[src/rtl/alu_pkg.sv]
// Shared ALU decoder codes, datapath width and mul/div FSM states.
// Imported by the ALU-side datapath blocks.
package alu_pkg;

    localparam int XLEN = 32;

    localparam logic [5:0] ALU_ADD  = 6'b100000;
    localparam logic [5:0] ALU_SUB  = 6'b100010;
    localparam logic [5:0] ALU_AND  = 6'b100100;
    localparam logic [5:0] ALU_OR   = 6'b100101;
    localparam logic [5:0] ALU_SLT  = 6'b101010;
    localparam logic [5:0] ALU_MULT = 6'b110001;
    localparam logic [5:0] ALU_MFLO = 6'b110010;
    localparam logic [5:0] ALU_MFHI = 6'b110011;
    localparam logic [5:0] ALU_DIV  = 6'b110100;

    typedef enum logic [1:0] {
        MD_IDLE,
        MD_RUN,
        MD_FIX
    } md_state_t;

endpackage

[src/rtl/muldiv_step.sv]
// One radix-2 iteration on magnitudes: shift-add multiply or
// restoring subtract-shift divide over the {acc, lo} pair.
module muldiv_step
    import alu_pkg::*;
#(
    parameter int WIDTH = XLEN
) (
    input  logic             is_div,
    input  logic [WIDTH-1:0] acc,
    input  logic [WIDTH-1:0] lo,
    input  logic [WIDTH-1:0] b,
    output logic [WIDTH-1:0] acc_n,
    output logic [WIDTH-1:0] lo_n
);

    logic [WIDTH:0]   sum;
    logic [WIDTH:0]   shl;
    logic [WIDTH+1:0] diff;

    always_comb begin
        sum  = {1'b0, acc} + {1'b0, (lo[0] ? b : '0)};
        shl  = {acc, lo[WIDTH-1]};
        diff = {1'b0, shl} - {2'b00, b};
        if (is_div) begin
            // a borrow out of the trial subtract means the quotient bit is 0
            acc_n = diff[WIDTH+1] ? shl[WIDTH-1:0] : diff[WIDTH-1:0];
            lo_n  = {lo[WIDTH-2:0], ~diff[WIDTH+1]};
        end else begin
            acc_n = sum[WIDTH:1];
            lo_n  = {sum[0], lo[WIDTH-1:1]};
        end
    end

endmodule

[src/rtl/muldiv_hilo.sv]
// Multi-cycle signed MULT/DIV with architectural HI/LO registers
// and a core stall for in-flight operations and early HI/LO reads.
module muldiv_hilo
    import alu_pkg::*;
#(
    parameter int WIDTH = XLEN
) (
    input  logic             clk,
    input  logic             reset,
    input  logic             start,
    input  logic [5:0]       alucontrol,
    input  logic [WIDTH-1:0] srca,
    input  logic [WIDTH-1:0] srcb,
    output logic [WIDTH-1:0] hilo_rd,
    output logic             busy,
    output logic             done,
    output logic             stall
);

    localparam int CW = $clog2(WIDTH);

    md_state_t          state;
    logic [CW-1:0]      cnt;
    logic [WIDTH-1:0]   hi, lo;
    logic [WIDTH-1:0]   acc, q, b;
    logic               is_div, qneg, rneg;
    logic [WIDTH-1:0]   acc_n, q_n;
    logic [WIDTH-1:0]   mag_a, mag_b;
    logic [2*WIDTH-1:0] prod;
    logic               md_op, rd_op, op_div;

    assign op_div = (alucontrol == ALU_DIV);
    assign md_op  = (alucontrol == ALU_MULT) | op_div;
    assign rd_op  = (alucontrol == ALU_MFHI) | (alucontrol == ALU_MFLO);
    assign stall  = busy & (md_op | rd_op);

    assign mag_a = srca[WIDTH-1] ? -srca : srca;
    assign mag_b = srcb[WIDTH-1] ? -srcb : srcb;
    assign prod  = qneg ? -{acc, q} : {acc, q};

    always_comb begin
        hilo_rd = '0;
        if (alucontrol == ALU_MFHI) hilo_rd = hi;
        if (alucontrol == ALU_MFLO) hilo_rd = lo;
    end

    muldiv_step #(.WIDTH(WIDTH)) u_step (
        .is_div (is_div),
        .acc    (acc),
        .lo     (q),
        .b      (b),
        .acc_n  (acc_n),
        .lo_n   (q_n)
    );

    always_ff @(posedge clk or posedge reset) begin
        if (reset) begin
            state  <= MD_IDLE;
            cnt    <= '0;
            hi     <= '0;
            lo     <= '0;
            acc    <= '0;
            q      <= '0;
            b      <= '0;
            is_div <= 1'b0;
            qneg   <= 1'b0;
            rneg   <= 1'b0;
            busy   <= 1'b0;
            done   <= 1'b0;
        end else begin
            done <= 1'b0;
            case (state)
                MD_IDLE: begin
                    if (start && md_op) begin
                        state  <= MD_RUN;
                        busy   <= 1'b1;
                        cnt    <= '0;
                        is_div <= op_div;
                        acc    <= '0;
                        q      <= mag_a;
                        b      <= mag_b;
                        // x/0 keeps an unsigned all-ones quotient
                        qneg   <= (srca[WIDTH-1] ^ srcb[WIDTH-1]) &
                                  ~(op_div && srcb == '0);
                        rneg   <= srca[WIDTH-1];
                    end
                end
                MD_RUN: begin
                    acc <= acc_n;
                    q   <= q_n;
                    cnt <= cnt + 1'b1;
                    if (cnt == CW'(WIDTH - 1)) state <= MD_FIX;
                end
                MD_FIX: begin
                    if (is_div) begin
                        lo <= qneg ? -q : q;
                        hi <= rneg ? -acc : acc;
                    end else begin
                        {hi, lo} <= prod;
                    end
                    done  <= 1'b1;
                    busy  <= 1'b0;
                    state <= MD_IDLE;
                end
                default: state <= MD_IDLE;
            endcase
        end
    end

endmodule

[config.mk]
export PLATFORM = sky130hd
export DESIGN_NAME = muldiv_hilo
export DESIGN_NICKNAME = d
export VERILOG_FILES = /design/src/rtl/alu_pkg.sv /design/src/rtl/muldiv_step.sv /design/src/rtl/muldiv_hilo.sv
export SDC_FILE = /design/constraint.sdc
export NUM_CORES = 1
export LEC_CHECK = 0
export BUFFER_PORTS_ARGS = -buffer_cell sky130_fd_sc_hd__buf_2
export CAP_MARGIN = 20
export CORE_ASPECT_RATIO = 2
export CORE_UTILIZATION = 60
export CTS_BUF_LIST = sky130_fd_sc_hd__clkbuf_2
export DETAILED_ROUTE_END_ITERATION = 10
export PLACE_DENSITY = 0.87
export SYNTH_ARGS = -nofsm -noshare
export SYNTH_HDL_FRONTEND = slang
export SYNTH_SLANG_ARGS = --single-unit
[constraint.sdc]
create_clock -name clk -period 14.15 [get_ports clk]
set_clock_uncertainty 0.05 [all_clocks]
set_input_delay 1.415 -clock clk [delete_from_list [all_inputs] [get_ports clk]]
set_output_delay 1.415 -clock clk [all_outputs]
set_load 0.005 [all_outputs]
==> metrics.txt, run 1 <==
status finished, final reports clean; Rows 79; Root Buffer clkbuf_2; Final nets between 1500 and 2000; Yosys reg bits approximately 170; via/cell ratio 6.49; GR Util All Layers 0.353; fmax around 230 MHz; die width ~110 um; # setup viols final 0; cell taking the most area after synthesis dfrtp_1; Synth area leaders dfrtp_1 (30%), o21ai_0 (7.2%), ha_1 (6.2%); Power, Total about 3.0 mW; number of remaining DRC errors 0; Tcrit/Tclk final 0.305; RSZ-0062 raised after global routing no; clock-pin slew on the worst setup and hold paths roughly 0.24 ns; Fin Setup TNS 0 ns; via count about 14000; register area share after synthesis 0.305; mapped cell area 14100 sq um; I/O Pins approximately 110; 1st-iter DRT viols between 1000 and 1500; Tmin final 4.32 ns; routed len/inst roughly 20 um; final hold vios 0; Max Cap Violations 0; crit path max fanout 33; Synth async-reset ratio 1.00; vias in the first global route between 10000 and 15000; clock latency on the worst-skew pair 0.92 ns; clock buffer depth 2; power per cell area 198 nW/um^2; Final Cell Area 15000 sq um; CTS Hold Bufs 0; Hold WS around 0.45 ns; CTS H-tree lvls 4; GP Congestion ~0.99; Post-DP Area between 10000 and 15000 sq um; TritonCTS buffer count 17; Synth top area share 0.305; number of flops mapped to enable cells by yosys 0; synth-to-layout area growth 6.08%; first-pass GRT wire length around 67000 um; final non-filler cell total roughly 2100; fill cell count 2040; CP required 12.69 ns; CTS tree yes; element type at the critical path end primary output; syn_nets 1899; initial antenna violation count 2; IO Port Bufs 107; initial core utilization 0.608; DRT Pass-1 Iters 9; Mean Syn Cell Area ~8.1 sq um; Final Slew Violations 0; DP Wirelength between 30000 and 40000 um; DIE AREA 24200 sq um; fraction of layout cells with a size suffix above 1 0.103; Placeable Area between 20000 and 25000 sq um; Die Y between 200 and 250 um; Distinct cells, synth between 70 and 80; largest net degree at the start of global routing between 100 and 150; HP Class register to register; Final ANT Viol Nets 0; Peak VDD IR between 100 and 150 uV; Placed Cells incl. Taps about 2100; critical path start-end classification input pin to primary output; # resized after CTS 0; CP arrival 2.86 ns; Yosys warning count 0; worst slew pin tran a little over 1 ns; CTS sink cnt 172; Mapped Cells ~1800; # Post-CTS Setup Buffers 0; Pleak between 6 and 7 nW; Routed WL roughly 42000 um; Slew headroom 0.305; Post-synth top flop dfrtp_1; element type at the critical path start input pin; grt ovf 0
## state kept, by name, summed over array words and instances (netlist names), 2 cells and up
name	count
acc	32
b	32
cnt	5
hi	32
lo	32
q	32
state	2
## final cells by class
cell class              instances  area, sq um  share of cell area
multi-input cells            1414         9170               0.612
flip-flops and latches        172         4310               0.287
repair buffers                121          661              0.0441
well taps                     283          354              0.0236
inverters                      63          241              0.0161
clock inverters                15          163              0.0109
clock buffers                  17         85.1             0.00568
diodes                          3         7.51            0.000501
## worst paths after layout
| check | from | endpoint | slack (ns) | depth (start not counted) |
|---|---|---|---|---|
| min in group asynchronous | reset | acc[28] | 0.46 | 2 |
| max reg2reg | q[0] | acc[24] | 10.02 | 13 |
| min reg2reg | cnt[3] | cnt[3] | 0.45 | 1 |
| max in group asynchronous | reset | is_div | 12.37 | 3 |
| max | alucontrol[3] | stall | 9.83 | 5 |
| min | cnt[3] | cnt[3] | 0.45 | 1 |
## synthesized netlist by cell type, drive strengths merged (11+ instances only)
master,count
a211oi,40
a21o,22
a21oi,103
a31oi,14
buf,13
clkbuf,90
dfrtp,172
ha,70
inv,63
mux2i,78
nand2,199
nand2b,24
nand3,27
nand4,11
nor2,159
nor3,32
nor4,19
o211ai,11
o21a,14
o21ai,211
o31ai,28
o41ai,16
or3,15
or4,20
xnor2,72
xor2,95
## placed cells by master, fill, tap and decap left out, types with 17 or more instances in the layout
cell and n:
o31ai_1 28, o21ai_0 202, nand3_1 26, dfrtp_1 171, nand2_1 199, xnor2_1 72, buf_2 107, clkbuf_2 17
a211oi_1 40, xor2_1 95, nand2b_1 23, nor4_1 19, a21oi_1 103, a21o_1 22, mux2i_1 78, nor3_1 31
nor2_1 159, ha_1 70, inv_1 62
## layer usage
| layer | vias up | share of wire | track usage |
|---|---|---|---|
| met5 | - | 0 | 0 |
| met4 | 0 | 0.091 | 0.303 |
| met3 | 221 | 0.045 | 0.0530 |
| met2 | 565 | 0.52 | 0.641 |
| met1 | 6397 | 0.34 | 0.349 |
| li1 | 6375 | - | - |
## worst max-delay path, stage by stage
cell and delay (ns):
buf_2 0.09, nand3b_1 0.21, or3b_2 0.75, a21boi_0 0.25, buf_2 0.14
## report_power, final
group	internal (mW)	total [mW]	switching, mW
clock network	0.0853	0.281	0.196
registers	0.605	0.857	0.252
logic	0.724	1.82	1.10
total	1.41	2.96	1.54
## logic make-up (layout without fill, tap and decap cells)
| kind of cell | after synthesis | count (layout) | share of synthesized area |
|---|---|---|---|
| XOR/XNOR | 167 | 167 | 0.104 |
| AND/OR/NAND/NOR | 561 | 561 | 0.187 |
| other | 0 | 3 | 0 |
| AO/OA/AOI/OAI | 532 | 532 | 0.233 |
| multiplexers | 82 | 82 | 0.0585 |
| buffers and inverters | 168 | 216 | 0.0487 |
| flip-flops | 172 | 172 | 0.305 |
| adder cells (fa/ha/maj) | 72 | 72 | 0.0648 |
## metrics by stage
stage          utilization  setup WS [ns]
2_1_floorplan            -           8.02
3_3_place_gp         0.632           9.89
3_5_place_dp         0.632           9.82
4_1_cts              0.643           9.82
5_1_grt              0.645           9.74
6_report             0.645           9.83
(Power assumes the default switching activity.)
==> run 2, diff against run 1 <==
--- a/config.mk
+++ b/config.mk
@@ -5,10 +5,11 @@
 export SDC_FILE = /design/constraint.sdc
 export NUM_CORES = 1
 export LEC_CHECK = 0
+export ABC_AREA = 1
 export BUFFER_PORTS_ARGS = -buffer_cell sky130_fd_sc_hd__buf_2
 export CAP_MARGIN = 20
 export CORE_ASPECT_RATIO = 2
-export CORE_UTILIZATION = 60
+export CORE_UTILIZATION = 58
 export CTS_BUF_LIST = sky130_fd_sc_hd__clkbuf_2
 export DETAILED_ROUTE_END_ITERATION = 10
 export PLACE_DENSITY = 0.87
==> constraint.sdc (replaced) <==
create_clock -name clk -period 3.62 [get_ports clk]
set_clock_uncertainty 0.05 [all_clocks]
set_input_delay 0.362 -clock clk [delete_from_list [all_inputs] [get_ports clk]]
set_output_delay 0.362 -clock clk [all_outputs]
set_load 0.005 [all_outputs]
==> run 2 against run 1 <==
Net effect: synthesized cell count grew 73%; the run now fails in global routing; synthesized area grew 25%.
==> metrics.txt, run 2 <==
GP Congestion 1.25; IO Port Bufs between 100 and 150; largest net degree at the start of global routing 81; Die Y around 250 um; number of flops mapped to enable cells by yosys 0; vias in the first global route 23700; Synth async-reset ratio 1.00; Synth top area share 0.243; stop err [ERROR GRT-0116] Global routing finished with congestion. Check the congestion regions in the DRC Viewer.; top-count cell post-synth nand2_1; cell taking the most area after synthesis dfrtp_1; Yosys reg bits about 170; mapped cell area between 15000 and 20000 sq um; TritonCTS buffer count 17; Mapped Cells between 3000 and 4000; Root Buffer clkbuf_2; Post-synth top cells nand2_1 (1011), inv_1 (439), nor2_1 (312), nand3_1 (269), o21ai_0 (195); CTS sink cnt between 150 and 200; # Post-CTS Setup Buffers 0; Post-synth top flop dfrtp_1; status did not finish; Failed at global routing; # resized after CTS 0; register area share after synthesis 0.243; CTS H-tree lvls 4; Mean Syn Cell Area 5.85 sq um; DP Wirelength 64300 um; initial core utilization 0.590; I/O Pins roughly 110; Rows 90; Synth area leaders dfrtp_1 (24%), nand2_1 (21%), inv_1 (9.3%); clock buffer depth 2; first-pass GRT wire length 145000 um; die width 126 um; Yosys warning count 0; grt ovf 38; Distinct cells, synth 54; GR Util All Layers 0.619; syn_nets ~3200
run 2: layer usage:
metal / global-route usage / GRT overflow
met2: 0.916 / 22
met3: 0.263 / 0
met4: 0.736 / 16
met5: 0.0413 / 0
met1: 0.595 / 0
run 2: cells by family after synthesis:
logic type	synth area share
AND/OR/NAND/NOR	0.415
AO/OA/AOI/OAI	0.132
flip-flops	0.243
buffers and inverters	0.121
adder cells (fa/ha/maj)	0.0517
XOR/XNOR	0.0380
run 2: metrics by stage:
| step | cells | setup slack [ns] | hold WS, ns | utilization | instance area (sq um) |
|---|---|---|---|---|---|
| after floorplan | 3031 | 1.01 | 0.399 | - | 17700 |
| after global placement | 3464 | 0.200 | 0.414 | 0.624 | 18800 |
| after detailed placement | 3464 | 0.180 | 0.424 | 0.624 | 18800 |
| after CTS | 3616 | 0.159 | 0.00671 | 0.674 | 20300 |
run 2: what timing repair did:
| item | in CTS |
|---|---|
| hold endpoints to repair | 232 |
| endpoints found under the setup margin | 0 |
| hold buffers | 120 |
==> run 3, diff against run 2 <==
--- a/config.mk
+++ b/config.mk
@@ -8,11 +8,9 @@
 export ABC_AREA = 1
 export BUFFER_PORTS_ARGS = -buffer_cell sky130_fd_sc_hd__buf_2
 export CAP_MARGIN = 20
-export CORE_ASPECT_RATIO = 2
-export CORE_UTILIZATION = 58
-export CTS_BUF_LIST = sky130_fd_sc_hd__clkbuf_2
+export CORE_UTILIZATION = 40
 export DETAILED_ROUTE_END_ITERATION = 10
-export PLACE_DENSITY = 0.87
+export PLACE_DENSITY_LB_ADDON = 0.15
 export SYNTH_ARGS = -nofsm -noshare
 export SYNTH_HDL_FRONTEND = slang
 export SYNTH_SLANG_ARGS = --single-unit
==> constraint.sdc (replaced) <==
create_clock -name clk -period 4.71 [get_ports clk]
set_clock_uncertainty 0.05 [all_clocks]
set_input_delay 0.471 -clock clk [delete_from_list [all_inputs] [get_ports clk]]
set_output_delay 0.471 -clock clk [all_outputs]
set_load 0.005 [all_outputs]
==> run 3 against run 2 <==
Net effect: the run now ends clean; synthesized cell count is the same; synthesized area is the same.
==> metrics.txt, run 3 <==
Yosys reg bits about 170; mapped cell area ~18000 sq um; final hold vios 0; HP Class input pin to register; I/O Pins ~110; Placed Cells incl. Taps approximately 3600; largest net degree at the start of global routing about 150; Mean Syn Cell Area 5.85 sq um; Distinct cells, synth 54; Post-synth top cells nand2_1 (1011), inv_1 (439), nor2_1 (312), nand3_1 (269), o21ai_0 (195); Final nets approximately 3200; Hold Startpoint srcb[18]; # setup viols final 0; Slew headroom 0.327; synth-to-layout area growth 8.97%; Synth async-reset ratio 1.00; Pleak 10.3 nW; worst slew pin tran about 1 ns; R2R cell count 13; Max Cap Violations 0; R2R Setup Slk 1.38 ns; register area share after synthesis 0.243; Hold EP b[18]; 1st-iter DRT viols between 2000 and 2500; Placeable Area between 40000 and 50000 sq um; r2r startpoint acc[18]; Die Y roughly 210 um; DIE AREA between 40000 and 50000 sq um; CTS sink cnt approximately 170; initial antenna violation count 3; fmax between 200 and 300 MHz; DP Wirelength around 61000 um; most frequent cells in the layout nand2_1 (1011), inv_1 (438), nor2_1 (310), nand3_1 (269), o21ai_0 (195); clock buffer depth 2; RSZ-0062 raised after global routing no; Final ANT Viol Nets 0; Root Buffer clkbuf_16; fraction of layout cells with a size suffix above 1 0.0734; vias in the first global route between 15000 and 20000; GP Congestion 1.08; die width approximately 210 um; CP arrival 3.65 ns; CP required about 5.0 ns; IO Port Bufs 107; first-pass GRT wire length around 120000 um; Routed WL ~77000 um; via/cell ratio between 5 and 6; # Post-CTS Setup Buffers 0; Tcrit/Tclk final 0.708; number of remaining DRC errors 0; CTS H-tree lvls 4; Post-synth top flop dfrtp_1; element type at the critical path start register; number of flops mapped to enable cells by yosys 0; GR Util All Layers 0.344; Mapped Cells 3031; fill cell count between 4000 and 5000; Fin Setup TNS 0 ns; Synth area leaders dfrtp_1 (24%), nand2_1 (21%), inv_1 (9.3%); TritonCTS buffer count 17; Reg2Reg Capture Point acc[22]; syn_nets roughly 3200; final non-filler cell total about 3700; status finished, final reports clean; top-count cell post-synth nand2_1; Yosys warning count 0; clock latency on the worst-skew pair ~0.48 ns; commonest non-fill, non-tap cell in the layout nand2_1; power per cell area between 500 and 600 nW/um^2; initial core utilization 0.409; CTS Hold Bufs 1; element type at the critical path end register; # resized after CTS 0; worst hold path stage count 3; routed len/inst roughly 21 um; critical path start-end classification register to register; DRT Pass-1 Iters 6; crit path max fanout 20; Synth top area share 0.243; Peak VDD IR 311 uV; Tmin final 3.33 ns; CTS tree yes; via count between 20000 and 25000; grt ovf 0; antenna cells 0; Final Slew Violations 0; clock-pin slew on the worst setup and hold paths ~0.090 ns; Rows 76; cell taking the most area after synthesis dfrtp_1
run 3: cell counts after synthesis:
Identical to the previous run, type by type.
run 3: layout make-up:
cell class                 count  area [sq um]  share of cell area
clock buffer                  17           425              0.0220
clock inverter                14           153             0.00790
inverter                     458          1720              0.0892
multi-input combinational   2308         11300               0.585
sequential                   172          4310               0.223
tap                          585           732              0.0379
timing repair buffer         124           678              0.0351
run 3: layer usage:
metal	global-route usage	share of wire	vias up
met1	0.508	0.46	9510
met4	0.103	0.029	6
met3	0.0617	0.097	134
met5	0	0.00047	-
met2	0.503	0.41	990
li1	-	-	9712
run 3: cells by family after synthesis:
logic type,after synthesis,synth area share
AO/OA/AOI/OAI,420,0.132
buffers and inverters,551,0.121
XOR/XNOR,77,0.0380
adder cells (fa/ha/maj),72,0.0517
flip-flops,172,0.243
AND/OR/NAND/NOR,1739,0.415
run 3: how the worst max path moves through the flow:
stage                       start  endpoint  slack, ns
after global placement    acc[18]   acc[18]       1.53
after floorplan             reset    acc[0]       1.99
after detailed placement  acc[18]    acc[8]       1.51
after global routing      acc[18]   acc[22]       1.22
final                     acc[18]   acc[22]       1.38
after CTS                 acc[18]   acc[22]       1.48
run 3: power by group:
group	leakage, nW	internal (mW)	switching (mW)	total (mW)
Combinational	8.01	2.02	5.14	7.16
Clock	0.279	0.702	0.759	1.46
Sequential	2.01	1.79	0.745	2.54
run 3: worst max-delay path, stage by stage (launching register included):
cell and delay [ns]:
dfrtp_1 0.78, ha_1 0.42, nand2_2 0.16, inv_2 0.04, nand2_1 0.06, nand2_1 0.07
nand2_1 0.07, nand2_1 0.12, a21oi_4 0.42, nand2_4 0.22, nor2_4 0.50, nand2_1 0.13
nand3b_1 0.12, nand2_1 0.06
run 3: metrics by stage:
step / hold WS [ns] / power, mW / util / instance area [sq um] / worst slack, ns
finish: 0.259 / 11.2 / 0.445 / 19300 / 1.38
global route: 0.283 / 11.8 / 0.445 / 19300 / 1.22
CTS: 0.243 / 10.9 / 0.445 / 19300 / 1.48
detailed placement: 0.416 / 9.43 / 0.432 / 18700 / 1.51
global placement: 0.416 / 9.45 / 0.432 / 18700 / 1.53
floorplan: 0.399 / 6.71 / - / 17700 / 1.99
